**src/rtl/io_regs_pkg.sv**
```systemverilog
//------------------------------------------------------------------------------
// io_regs_pkg : address map and field positions for the io_regs block
// Revision    : 1.0
//------------------------------------------------------------------------------
`default_nettype none

package io_regs_pkg;

  localparam logic [31:0] ADDR_CTRL    = 32'h0000_0000;
  localparam logic [31:0] ADDR_CONSOLE = 32'h0000_0004;

  localparam int CTRL_STOP_BIT    = 0;
  localparam int CONSOLE_DATA_LSB = 0;
  localparam int CONSOLE_DATA_W   = 8;
  localparam int CONSOLE_SEND_BIT = 8;

  // Word-address match; the byte offset bits never take part in decode.
  function automatic logic addr_hit(input logic [31:0] addr, input logic [31:0] base);
    return addr[31:2] == base[31:2];
  endfunction

endpackage

`default_nettype wire

```
**src/rtl/io_regs_hs_req.sv**
```systemverilog
//------------------------------------------------------------------------------
// hs_req   : set/ack request flop, set has priority over the acknowledge clear
// Revision : 1.0
//------------------------------------------------------------------------------
`default_nettype none

module hs_req (
  input  logic clock,
  input  logic resetn,
  input  logic i_set,
  input  logic i_ack,
  output logic o_req
);

  logic r_req;

  always_ff @(posedge clock) begin
    if (!resetn) begin
      r_req <= 1'b0;
    end else if (i_set) begin
      r_req <= 1'b1;
    end else if (r_req && i_ack) begin
      r_req <= 1'b0;
    end
  end

  assign o_req = r_req;

endmodule

`default_nettype wire

```
**src/rtl/io_regs.sv**
```systemverilog
//------------------------------------------------------------------------------
// io_regs  : CTRL/CONSOLE memory-mapped register block, zero-wait-state reads
// Revision : 1.0
//------------------------------------------------------------------------------
`default_nettype none

module io_regs
  import io_regs_pkg::*;
(
  input  logic        clock,
  input  logic        resetn,
  input  logic [31:0] i_addr,
  input  logic [31:0] i_data,
  output logic [31:0] o_data,
  input  logic [3:0]  i_ben,
  input  logic        i_write,
  input  logic        i_read,
  output logic        o_ctrl_stop,
  input  logic [7:0]  i_console_data,
  input  logic        i_console_valid,
  output logic [7:0]  o_console_data,
  output logic        o_console_send_hsreq,
  input  logic        i_console_send_hsack,
  input  logic        i_console_send,
  output logic        o_console__rnotify
);

  localparam int c_STOP_BYTE = CTRL_STOP_BIT / 8;
  localparam int c_DATA_BYTE = CONSOLE_DATA_LSB / 8;
  localparam int c_SEND_BYTE = CONSOLE_SEND_BIT / 8;

  logic                      w_sel_ctrl;
  logic                      w_sel_console;
  logic                      w_wr_ctrl;
  logic                      w_wr_console;
  logic                      w_send_set;
  logic                      w_send_pending;
  logic                      r_stop;
  logic [CONSOLE_DATA_W-1:0] r_tx;
  logic [CONSOLE_DATA_W-1:0] r_rx;
  logic                      r_rnotify;
  logic                      w_unused;

  assign w_sel_ctrl    = addr_hit(i_addr, ADDR_CTRL);
  assign w_sel_console = addr_hit(i_addr, ADDR_CONSOLE);
  assign w_wr_ctrl     = i_write && w_sel_ctrl;
  assign w_wr_console  = i_write && w_sel_console;

  // Writing 0 to SEND is a no-op, so only a set is derived from the bus.
  assign w_send_set = (w_wr_console && i_ben[c_SEND_BYTE] && i_data[CONSOLE_SEND_BIT])
                      || i_console_send;

  always_ff @(posedge clock) begin
    if (!resetn) begin
      r_stop    <= 1'b0;
      r_tx      <= '0;
      r_rx      <= '0;
      r_rnotify <= 1'b0;
    end else begin
      if (w_wr_ctrl && i_ben[c_STOP_BYTE]) begin
        r_stop <= i_data[CTRL_STOP_BIT];
      end
      if (w_wr_console && i_ben[c_DATA_BYTE]) begin
        r_tx <= i_data[CONSOLE_DATA_LSB +: CONSOLE_DATA_W];
      end
      if (i_console_valid) begin
        r_rx <= i_console_data;
      end
      r_rnotify <= i_read && !i_write && w_sel_console;
    end
  end

  hs_req u_send_req (
    .clock  (clock),
    .resetn (resetn),
    .i_set  (w_send_set),
    .i_ack  (i_console_send_hsack),
    .o_req  (w_send_pending)
  );

  always_comb begin
    o_data = '0;
    if (w_sel_ctrl) begin
      o_data[CTRL_STOP_BIT] = r_stop;
    end else if (w_sel_console) begin
      o_data[CONSOLE_DATA_LSB +: CONSOLE_DATA_W] = r_rx;
      o_data[CONSOLE_SEND_BIT]                   = w_send_pending;
    end
  end

  assign o_ctrl_stop          = r_stop;
  assign o_console_data       = r_tx;
  assign o_console_send_hsreq = w_send_pending;
  assign o_console__rnotify   = r_rnotify;

  assign w_unused = ^{i_addr[1:0], i_data[31:9]};

endmodule

`default_nettype wire

```
**config.mk**
```make
export PLATFORM = sky130hd
export DESIGN_NAME = io_regs
export DESIGN_NICKNAME = d
export VERILOG_FILES = /design/src/rtl/io_regs_pkg.sv /design/src/rtl/io_regs_hs_req.sv /design/src/rtl/io_regs.sv
export SDC_FILE = /design/constraint.sdc
export NUM_CORES = 1
export LEC_CHECK = 0
export CORE_UTILIZATION = 25
export CTS_CLUSTER_DIAMETER = 100
export DETAILED_ROUTE_END_ITERATION = 8
export PLACE_DENSITY = 0.77
export SYNTH_ARGS = -nofsm -noshare
export SYNTH_HDL_FRONTEND = slang
export SYNTH_SLANG_ARGS = --single-unit
```
**constraint.sdc**
```tcl
create_clock -name clock -period 1.9 [get_ports clock]
set_clock_uncertainty 0.15 [all_clocks]
set_input_delay 0.38 -clock clock [delete_from_list [all_inputs] [get_ports clock]]
set_output_delay 0.38 -clock clock [all_outputs]
set_load 0.02 [all_outputs]
```
==> results.json <==
{
  "synthCells": 121,
  "cts_tree": "built",
  "cp.depth": 7,
  "detail_route.first_pass.iterations": 4,
  "die_w_um": 68.6,
  "grt_pass1_wl_um": 4530,
  "synth_most_common_cell": "buf_4",
  "drt_iter0_drc": 29,
  "drive_gt1_share_pct": 31.4,
  "gp_congestion": 0.692,
  "hold_violations": 0,
  "r2r_cells": 2,
  "cts_sinks": 19,
  "fin_crit_sh_pct": 108,
  "crit_path_start_kind": "input port",
  "die_height_um": 68.6,
  "crit_path_frequent_cell": "buf_6",
  "grt_pass1_vias": 1015,
  "fmax_ghz": 0.487,
  "clockRootBuffer": "clkbuf_8",
  "synth_ff_type": "dfxtp_1",
  "clock_latency_ns": 0.25,
  "worst_slack_ns": -0.155,
  "slew_violations": 0,
  "crit_family": "simple AND/OR/NAND/NOR gates",
  "io_buffers": 75,
  "hold_slack_ns": 0.308,
  "required_ns": 1.37,
  "grt_max_degree": 28,
  "peakVddDrop_v": 0.000394,
  "run_status": "finished with violations",
  "synth.avg_cell_area_um2": 9.16,
  "hold_depth": 2,
  "drc": 0,
  "num_rows": 23,
  "failed_checks": "negative setup slack",
  "drv_cap": 0,
  "vias_per_cell": 4.05,
  "wl_per_cell_um": 11.1,
  "htree_levels": 1,
  "cp.arrival_ns": 1.53,
  "seq_area_um2": 380,
  "antenna_found_initial": 0,
  "yosys-top-cells-count": "buf_4, dfxtp_1, nand2_1",
  "n_antenna_cell": 0,
  "ys.warnings.count": 0,
  "cp_num_buf_inv": 3,
  "min_period_ns": 2.06,
  "path_cells": "dlygate4sd2_1 -> nor2_1 -> nand3_2 -> nor3_4 -> buf_6 -> and2_4 -> buf_6",
  "core_mm2": 0.00412,
  "grt_setup_unrepaired": "yes",
  "area_growth_pct": 84.5,
  "nNetsFinal": 291,
  "crit_path_end_kind": "output port",
  "ant_nets": 0,
  "seq_area_frac_synth_pct": 34.3,
  "path_clk_slew_ns": 0.07,
  "multi_input_area_um2": 721,
  "power.density_mw_per_mm2": 445,
  "hold_class": "reg2reg",
  "nFillCells": 404,
  "postSynth.asyncResetShare_pct": 0,
  "slowest_delay_ns": 0.24,
  "cts_buffers": 3,
  "slowest_stage": "dlygate4sd2_1",
  "hpwlAfterDp_um": 2160,
  "p_leak_nw": 0.877,
  "overflow": 0,
  "ys_types": 19,
  "wl_um": 2860,
  "synth_top_area_share_pct": 34.3,
  "io_pins": 126,
  "synth-edff-count": 0,
  "tns_ns": -1.28,
  "syn_area_mm2": 0.00111,
  "synth_seq_cells": 19,
  "yosysTopAreaCell": "dfxtp_1",
  "path_class": "in2out",
  "synthTopCellsByArea": "dfxtp_1, mux2i_1, buf_4",
  "cts_buffer_depth": 2,
  "via_count": 1042,
  "path_max_fanout": 8,
  "finalSetupViolCount": 9,
  "initial_core_util_pct": 26.9,
  "dieArea_mm2": 0.00470,
  "track_usage_pct": 12.9
}
-- report_power, final --
group | total, mW | internal (mW) | switching (mW)
clock | 0.273 | 0.149 | 0.125
sequential | 0.415 | 0.410 | 0.00571
combinational | 0.221 | 0.119 | 0.102
total | 0.910 | 0.677 | 0.233
-- worst paths after layout --
| check | from | end | slack (ns) |
|---|---|---|---|
| max | i_addr[19] | o_data[3] | -0.16 |
| min | o_console_data[4] | o_console_data[4] | 0.31 |
| max reg2reg | u_send_req.o_req | u_send_req.o_req | 0.93 |
| min reg2reg | o_console_data[4] | o_console_data[4] | 0.31 |
-- per-stage QoR --
stage	instance area (µm²)	utilization, %	setup slack (ns)	total power, mW	cells
finish	2050	49.7	-0.155	0.910	257
global route	2050	49.7	-0.257	0.971	257
detailed placement	1930	47.0	-1.12	0.644	250
floorplan	1220	-	-0.0412	0.543	143
global placement	1930	47.0	-1.10	0.641	250
CTS	2040	49.6	-0.180	0.927	257
-- what timing repair did --
action | 4_1_cts | 5_1_grt
hold endpoints to repair | 0 | 0
resized for setup | 167 | 6
pin swaps | 22 | 7
hold buffers | 0 | 0
setup buffers | 4 | 3
setup endpoints to repair | 19 | 17
gates cloned | 0 | 0
-- per-layer routing --
metal	routed length [µm]	GRT usage, %	vias up	share of wire [%]
met4	19	0.781	0	0.67
met1	1160	15.2	449	41
met5	0	0	-	0
met2	1450	23.0	54	51
li1	-	-	537	-
met3	228	4.93	2	8.0
-- cells in the final DEF (no fill, tap or decap), types with 3 or more instances in the layout --
cell / count
buf_4: 10
clkdlybuf4s50_1: 36
clkbuf_8: 3
nor4_4: 7
conb_1: 23
buf_2: 9
clkdlybuf4s15_1: 7
and2_4: 8
nor2b_1: 9
nand2_1: 18
dfxtp_1: 19
buf_6: 18
mux2i_1: 18
-- area by class of cell --
class / count / area share [%]
Tap cell: 50 / 3.06
Multi-Input combinational cell: 96 / 35.2
Sequential cell: 19 / 18.6
Timing Repair Buffer: 87 / 40.7
Inverter: 1 / 0.183
Clock buffer: 4 / 2.20
-- flip-flops by register name, summed over array words and instances (netlist names) --
signal	flops
o_console_data	8
u_send_req.o_req	1
o_ctrl_stop	1
o_console__rnotify	1
r_rx	8
-- kinds of logic (layout without fill, tap and decap cells) --
| group | count (synthesis) | after routing | share of synthesized area, % |
|---|---|---|---|
| simple gates | 54 | 54 | 31.0 |
| buf+inv | 28 | 92 | 17.3 |
| flops | 19 | 19 | 34.3 |
| mux | 18 | 18 | 16.3 |
| other cells | 1 | 23 | 0.338 |
| compound gates | 1 | 1 | 0.790 |
-- worst reg2reg max path: cells and delay by family (launching register included) --
kind	cells	cell delay, ns
AO/OA/AOI/OAI	1	0.27
AND/OR/NAND/NOR	1	0.13
flip-flops	1	0.31
No activity file was read; power rests on OpenSTA's default activity.
